==> config.mk <==
export PLATFORM = sky130hd
export DESIGN_NAME = pipe_skid_reg
export DESIGN_NICKNAME = d
export VERILOG_FILES = /design/src/rtl/pipe_skid_reg_pkg.sv /design/src/rtl/pipe_skid_reg_skid_slot.sv /design/src/rtl/pipe_skid_reg.sv
export SDC_FILE = /design/constraint.sdc
export NUM_CORES = 1
export LEC_CHECK = 0
export CAP_MARGIN = 30
export CORE_MARGIN = 5
export CORE_UTILIZATION = 60
export DETAILED_ROUTE_END_ITERATION = 6
export DONT_BUFFER_PORTS = 1
export HOLD_SLACK_MARGIN = 0.1
export PLACE_DENSITY_LB_ADDON = 0.08
export REMOVE_ABC_BUFFERS = 1
export SETUP_SLACK_MARGIN = 0.4
export SLEW_MARGIN = 40
export SYNTH_ARGS = -nofsm -noshare
export SYNTH_HDL_FRONTEND = slang
export SYNTH_SLANG_ARGS = --single-unit
==> constraint.sdc <==
create_clock -name clk -period 4.1 [get_ports clk]
set_input_delay 0.41 -clock clk [delete_from_list [all_inputs] [get_ports clk]]
set_output_delay 0.41 -clock clk [all_outputs]
set_load 0.02 [all_outputs]
==> src/rtl/pipe_skid_reg_pkg.sv <==
// Shared definitions for the elastic skid pipeline register.
// The state encoding doubles as the held-word count.
package pipe_skid_reg_pkg;

    typedef enum logic [1:0] {
        ST_EMPTY = 2'd0,
        ST_ONE   = 2'd1,
        ST_FULL  = 2'd2
    } state_t;

    // Upstream may offer a word next cycle unless both slots will be occupied.
    function automatic logic ready_for(input state_t s);
        return (s != ST_FULL);
    endfunction

    // Output side presents a word whenever at least the main slot is occupied.
    function automatic logic valid_for(input state_t s);
        return (s != ST_EMPTY);
    endfunction

endpackage

==> src/rtl/pipe_skid_reg_skid_slot.sv <==
// One N-bit storage slot with synchronous clear (dominant) and load enable.
module pipe_skid_reg_skid_slot #(
    parameter int N = 16
) (
    input  logic         clk,
    input  logic         clear,
    input  logic         load,
    input  logic [N-1:0] d,
    output logic [N-1:0] q
);

    logic [N-1:0] q_r;

    // Slot register: clear wins over load, otherwise hold.
    always_ff @(posedge clk) begin
        if (clear) begin
            q_r <= {N{1'b0}};
        end else if (load) begin
            q_r <= d;
        end else begin
            q_r <= q_r;
        end
    end

    assign q = q_r;

endmodule

==> src/rtl/pipe_skid_reg.sv <==
// Elastic pipeline register: main slot drives the output, skid slot absorbs
// one beat of downstream stall so in_ready can be a pure register.
module pipe_skid_reg
    import pipe_skid_reg_pkg::*;
#(
    parameter int N = 16
) (
    input  logic         clk,
    input  logic         reset,
    input  logic         flush,
    input  logic         in_valid,
    output logic         in_ready,
    input  logic [N-1:0] in_data,
    output logic         out_valid,
    input  logic         out_ready,
    output logic [N-1:0] out_data,
    output logic [1:0]   count
);

    state_t       state_r;
    state_t       state_nxt_s;
    logic         in_ready_r;
    logic         out_valid_r;
    logic         acc_s;
    logic         take_s;
    logic         main_load_s;
    logic         skid_load_s;
    logic [N-1:0] main_d_s;
    logic [N-1:0] main_q_s;
    logic [N-1:0] skid_q_s;

    assign acc_s  = in_valid & in_ready_r;
    assign take_s = out_valid_r & out_ready;

    // Next-state and slot-load decode; flush abandons both handshakes.
    always_comb begin
        state_nxt_s = state_r;
        main_load_s = 1'b0;
        skid_load_s = 1'b0;
        main_d_s    = in_data;
        if (flush) begin
            state_nxt_s = ST_EMPTY;
        end else begin
            case (state_r)
                ST_EMPTY: begin
                    if (acc_s) begin
                        state_nxt_s = ST_ONE;
                        main_load_s = 1'b1;
                    end else begin
                        state_nxt_s = ST_EMPTY;
                    end
                end
                ST_ONE: begin
                    if (acc_s && take_s) begin
                        state_nxt_s = ST_ONE;
                        main_load_s = 1'b1;
                    end else if (acc_s) begin
                        state_nxt_s = ST_FULL;
                        skid_load_s = 1'b1;
                    end else if (take_s) begin
                        state_nxt_s = ST_EMPTY;
                    end else begin
                        state_nxt_s = ST_ONE;
                    end
                end
                ST_FULL: begin
                    // in_ready is low here, so only the drain path exists.
                    if (take_s) begin
                        state_nxt_s = ST_ONE;
                        main_load_s = 1'b1;
                        main_d_s    = skid_q_s;
                    end else begin
                        state_nxt_s = ST_FULL;
                    end
                end
                default: begin
                    state_nxt_s = ST_EMPTY;
                end
            endcase
        end
    end

    // Control state and registered handshake outputs.
    always_ff @(posedge clk) begin
        if (reset) begin
            state_r     <= ST_EMPTY;
            in_ready_r  <= 1'b1;
            out_valid_r <= 1'b0;
        end else begin
            state_r     <= state_nxt_s;
            in_ready_r  <= ready_for(state_nxt_s);
            out_valid_r <= valid_for(state_nxt_s);
        end
    end

    pipe_skid_reg_skid_slot #(.N(N)) u_main (
        .clk   (clk),
        .clear (reset),
        .load  (main_load_s),
        .d     (main_d_s),
        .q     (main_q_s)
    );

    pipe_skid_reg_skid_slot #(.N(N)) u_skid (
        .clk   (clk),
        .clear (reset),
        .load  (skid_load_s),
        .d     (in_data),
        .q     (skid_q_s)
    );

    assign in_ready  = in_ready_r;
    assign out_valid = out_valid_r;
    assign out_data  = main_q_s;
    assign count     = state_r;

endmodule

Word-level counts from Yosys, hierarchy flattened
Cells that the tools add are included.
W data, S select, Z words.
{"block": "classes", "n_reduce_logical": 3, "eq_ne": 3, "bitwise_logic": 2, "n_mux": 18}
{"cell": "$mux W16", "n": 3}
{"cell": "$mux W1", "n": 9}
{"cell": "$mux W2", "n": 4}
{"cell": "$pmux W2 S3", "n": 1}
{"cell": "$pmux W1 S3", "n": 1}
{"cell": "$and A1 B1 Y1", "n": 2}
{"cell": "$eq A2 B1 Y1 const B", "n": 1}
{"cell": "$eq A2 B2 Y1 const B", "n": 1}
{"cell": "$logic_not A2 Y1", "n": 1}
{"cell": "$ne A2 B2 Y1 const B", "n": 1}
{"cell": "$reduce_bool A2 Y1", "n": 1}
{"cell": "$logic_and A1 B1 Y1", "n": 1}
{"block": "word_totals", "inputBits": 21, "ff_bits": 36}

Logic depth before layout (Yosys ltp)
{"block": "logic_depth", "depth_word": 7, "ltp_mapped": 7, "ltp_nobuf": 6}

Modules after synthesis
Synthesis repeated with hierarchy kept, for this count alone.
{"block": "unflattened", "cells_unflattened": 150, "area_unflattened_um2": 1651.6}
{"module": "pipe_skid_reg_skid_slot", "instances": 2, "area_each_um2": 580.6, "seq_area_each_um2": 320.3, "cells_each": 52}
{"module": "pipe_skid_reg", "instances": 1, "area_each_um2": 490.5, "seq_area_each_um2": 80.1, "cells_each": 46}

Worst setup path before layout
No wires, ideal clock.
{"block": "synth_path", "path_kind": "input to register", "start": "input port in_valid", "end": "register u_main.q_r[10], in the netlist u_main.q[10]", "n_path_buf": 1, "t_arrival_ns": 1.719, "setup_ns": 0.123, "slack_ns": 2.259, "stages": 6, "path_cell_list": "and2_1 ha_1 and3b_1 o21a_1 clkbuf_1 a221o_2"}
{"block": "synth_via", "elab_chain_len": 5, "word_cells_on_any_way": 6, "classes_between": "mux (4); bitwise (1); reduce/logical (1)"}
{"item": "from (decl)", "line_no": "pipe_skid_reg.sv:11", "rtl": "input logic in_valid,"}
{"item": "$and A1 B1 Y1 *", "line_no": "pipe_skid_reg.sv:32", "rtl": "assign acc_s = in_valid & in_ready_r;"}
{"item": "$logic_and A1 B1 Y1", "line_no": "pipe_skid_reg.sv:54", "rtl": "if (acc_s && take_s) begin"}
{"item": "$mux W1", "line_no": "pipe_skid_reg.sv:54"}
{"item": "$pmux W1 S3 *", "line_no": "pipe_skid_reg.sv:44", "rtl": "case (state_r)"}
{"item": "$mux W1 *", "line_no": "pipe_skid_reg.sv:41", "rtl": "if (flush) begin"}
{"item": "to (signal assigned)", "line_no": "pipe_skid_reg_skid_slot.sv:17", "rtl": "q_r <= {N{1'b0}};"}
{"item": "to (signal assigned)", "line_no": "pipe_skid_reg_skid_slot.sv:21", "rtl": "q_r <= q_r;"}
{"item": "to (decl)", "line_no": "pipe_skid_reg_skid_slot.sv:12", "rtl": "logic [N-1:0] q_r;"}
Mark *: on every way between the ends. The rest lies on a longest branch, timed or not.
A chain may end at the register's enable or synchronous reset.

Final worst setup path
{"block": "layout_path", "start": "register state_r[1], in the netlist count[1]", "end": "register u_main.q_r[15], in the netlist u_main.q[15]"}
{"block": "layout_via", "elab_chain_len": 3, "word_cells_on_any_way": 7, "classes_between": "eq/ne (2); mux (4); reduce/logical (1)"}
{"item": "from (decl)", "line_no": "pipe_skid_reg.sv:20", "rtl": "state_t state_r;"}
{"item": "from (signal assigned)", "line_no": "pipe_skid_reg.sv:90", "rtl": "state_r <= state_nxt_s;"}
{"item": "$eq A2 B2 Y1, or another cell as far along", "line_no": "pipe_skid_reg.sv:44"}
{"item": "$pmux W1 S3 or $mux W16 (tied branches)", "line_no": "pipe_skid_reg.sv:44"}
{"item": "$mux W1 or $mux W16 (tied branches)", "line_no": "pipe_skid_reg.sv:41"}
Parallel ways exist; a longest one is shown, timed or not.

==> impl_metrics.toml <==
[run_status]
status = "finished, final reports clean"

[sta]
max_slew.worst_pin.slew_ns = 0.647
period_needed_ns = 2.25
max-slew-margin-rel_pct = 56.8
worst_slack_ns = 1.85
slew_viol_final = 0
finClkSkew_ns = 0.00879
hold_ws_ns = 0.132
fin_crit_sh_pct = 54.9
finalSetupViolations = 0
tns_ns = 0
hold_viol_final = 0
rsz0062_at_grt = "no"
max_freq_mhz = 444

[place]
place_congestion = 0.812
portBuffers = 0
dp_cells = 173
place_hpwl_um = 2070
pre_cts_slack_ns = 1.81

[global_routing]
met1_usage_pct = 21.4
grt_pass1_vias = 1121
gr-total-overflow = 0
use_met3_pct = 7.41
grt_max_degree = 21
grt_pass1_wl_um = 5010
top_usage_layer = "met2"
antenna_found_initial = 0
grtUsageTotal_pct = 18.9
use_met2_pct = 31.0

[worst_setup_path]
critPathMaxFanout = 19
r2r-end = "u_main.q[15]"
r2r_slack_ns = 1.85
worstSetupStartpointType = "flop"
critPathCapture = "u_main.q[15]"
cp-startpoint = "count[1]"
required_ns = 4.32
r2r_cells = 4
cp.arrival_ns = 2.48
crit_type = "flop to flop"
worstSetupEndpointType = "flop"
rr_startpoint = "count[1]"

[synth]
yosysWarnings = 0
netlist.area_leader.share_pct = 49.1
synthArstFlopShare_pct = 0
yosys.area.top_type = "dfxtp_1"
synth_cells = 154
synth_seq_area_share_pct = 49.1
synth_edf_count = 0
synthFlopType = "dfxtp_1"
syn_area_mm2 = 0.00147
syn_avg_cell_area_um2 = 9.52
synth_seq_cells = 36
synth_area_leaders = "dfxtp_1, nand2_1, a221o_2"
synth_cell_type_count = 27

[final_layout]
fillers = 208
layout_commonest_cell = "dfxtp_1"
nets = 175
final_cell_mix = "dfxtp_1, nand2_1, a21oi_1, and3_1, a221o_2"
final_core_util_pct = 63.4
n_antenna_cell = 0
area_delta_synth_final_pct = 4.18
layout-drive-gt1-share_pct = 15.0
finalNonFillerCells = 183

[cts]
cts_max_level = 2
clk_latency_ns = 0.33
cts_made_buffers = 5
cts_tree = "done"
postCtsSetupRepairBufs = 0
clock_sinks = 36
clk_pin_slew_ns = 0.11
clk_path_buf_depth = 2
cts-root-buf = "clkbuf_4"

[route]
drc = 0
via_per_inst = 6.21
ant_nets = 0
routedWlPerCell_um = 17.3
vias = 1137
drt_iter0_markers = 30
dr.pass1.iters = 4
wl_um = 3170

[min_path]
min_delay_path_depth = 1
hold_path.class = "primary input to flop"
min_from = "reset"

[die]
rows = 18
initial_core_util_pct = 60.9
fp.dieArea_mm2 = 0.00353
core_mm2 = 0.00241
dieHeight_um = 59.4
die_x_um = 59.4
io_pins = 41

[power_and_ir_drop]
powerDensity_mw_per_mm2 = 406
peakVddDrop_v = 0.000271
leakage_uw = 0.000614

[flow_run]
cap_violations = 0
==> critical path: stages, from the launching register on <==
cell and delay (ns):
dfxtp_1 0.62, and4b_1 0.70, o41ai_4 0.23, buf_4 0.22, a221o_2 0.37
==> synthesized netlist by cell type, types with 2 or more instances <==
master,number
and3_1,16
nor2_1,2
buf_6,2
nand2_1,34
a221o_1,7
ha_1,2
a21oi_1,19
and4bb_2,2
o21a_1,2
clkbuf_1,8
dfxtp_1,36
a221o_2,9
==> through the flow <==
step | cell area [um^2] | power, uW
floorplan | 1410 | 419
global placement | 1450 | 427
detailed placement | 1450 | 429
CTS | 1510 | 620
global route | 1530 | 650
finish | 1530 | 620
==> cell type report <==
type,count,area (um^2),area share [%]
clock buffers,6,51.3,3.36
inverters,1,3.75,0.246
multi-input cells,106,687,45.0
clock inverters,2,10.0,0.655
repair buffers,2,17.5,1.15
well taps,30,37.5,2.46
flip-flops and latches,36,721,47.2
==> kinds of logic after synthesis <==
family,Yosys count,synth area share (%)
AND/OR/NAND/NOR,63,22.5
flip-flops,36,49.1
AO/OA/AOI/OAI,41,22.4
buffers and inverters,12,4.18
adder cells (fa/ha/maj),2,1.71
==> layer usage <==
| layer | vias to the layer above | share of wire, % |
|---|---|---|
| li1 | 553 | - |
| met1 | 535 | 41 |
| met2 | 43 | 49 |
| met3 | 6 | 8.6 |
| met4 | 0 | 1.3 |
| met5 | - | 0 |
==> state kept, by name, indices dropped and copies added, names as in the netlist <==
signal and count:
in_ready 1, count 2, out_valid 1, u_skid.q 16, u_main.q 16
==> where the power goes <==
group | switching (uW) | internal [uW]
logic | 19.5 | 18.9
clock network | 115 | 81.6
registers | 22.4 | 362
==> worst min path at each step <==
stage	end	slack, ns
6_report	u_skid.q[6]	0.13
5_1_grt	u_skid.q[6]	0.10
4_1_cts	u_skid.q[3]	0.12
3_5_place_dp	u_skid.q[3]	0.44
3_3_place_gp	u_skid.q[15]	0.43
2_1_floorplan	u_skid.q[0]	0.43
==> repair_timing <==
| action | 4_1_cts | 5_1_grt |
|---|---|---|
| endpoints found under the setup margin | 0 | 0 |
| hold endpoints to repair | 0 | 5 |
| hold buffers | 0 | 1 |
| gates resized for setup | 0 | 0 |
Note: power is estimated with default switching activity, not from simulation.
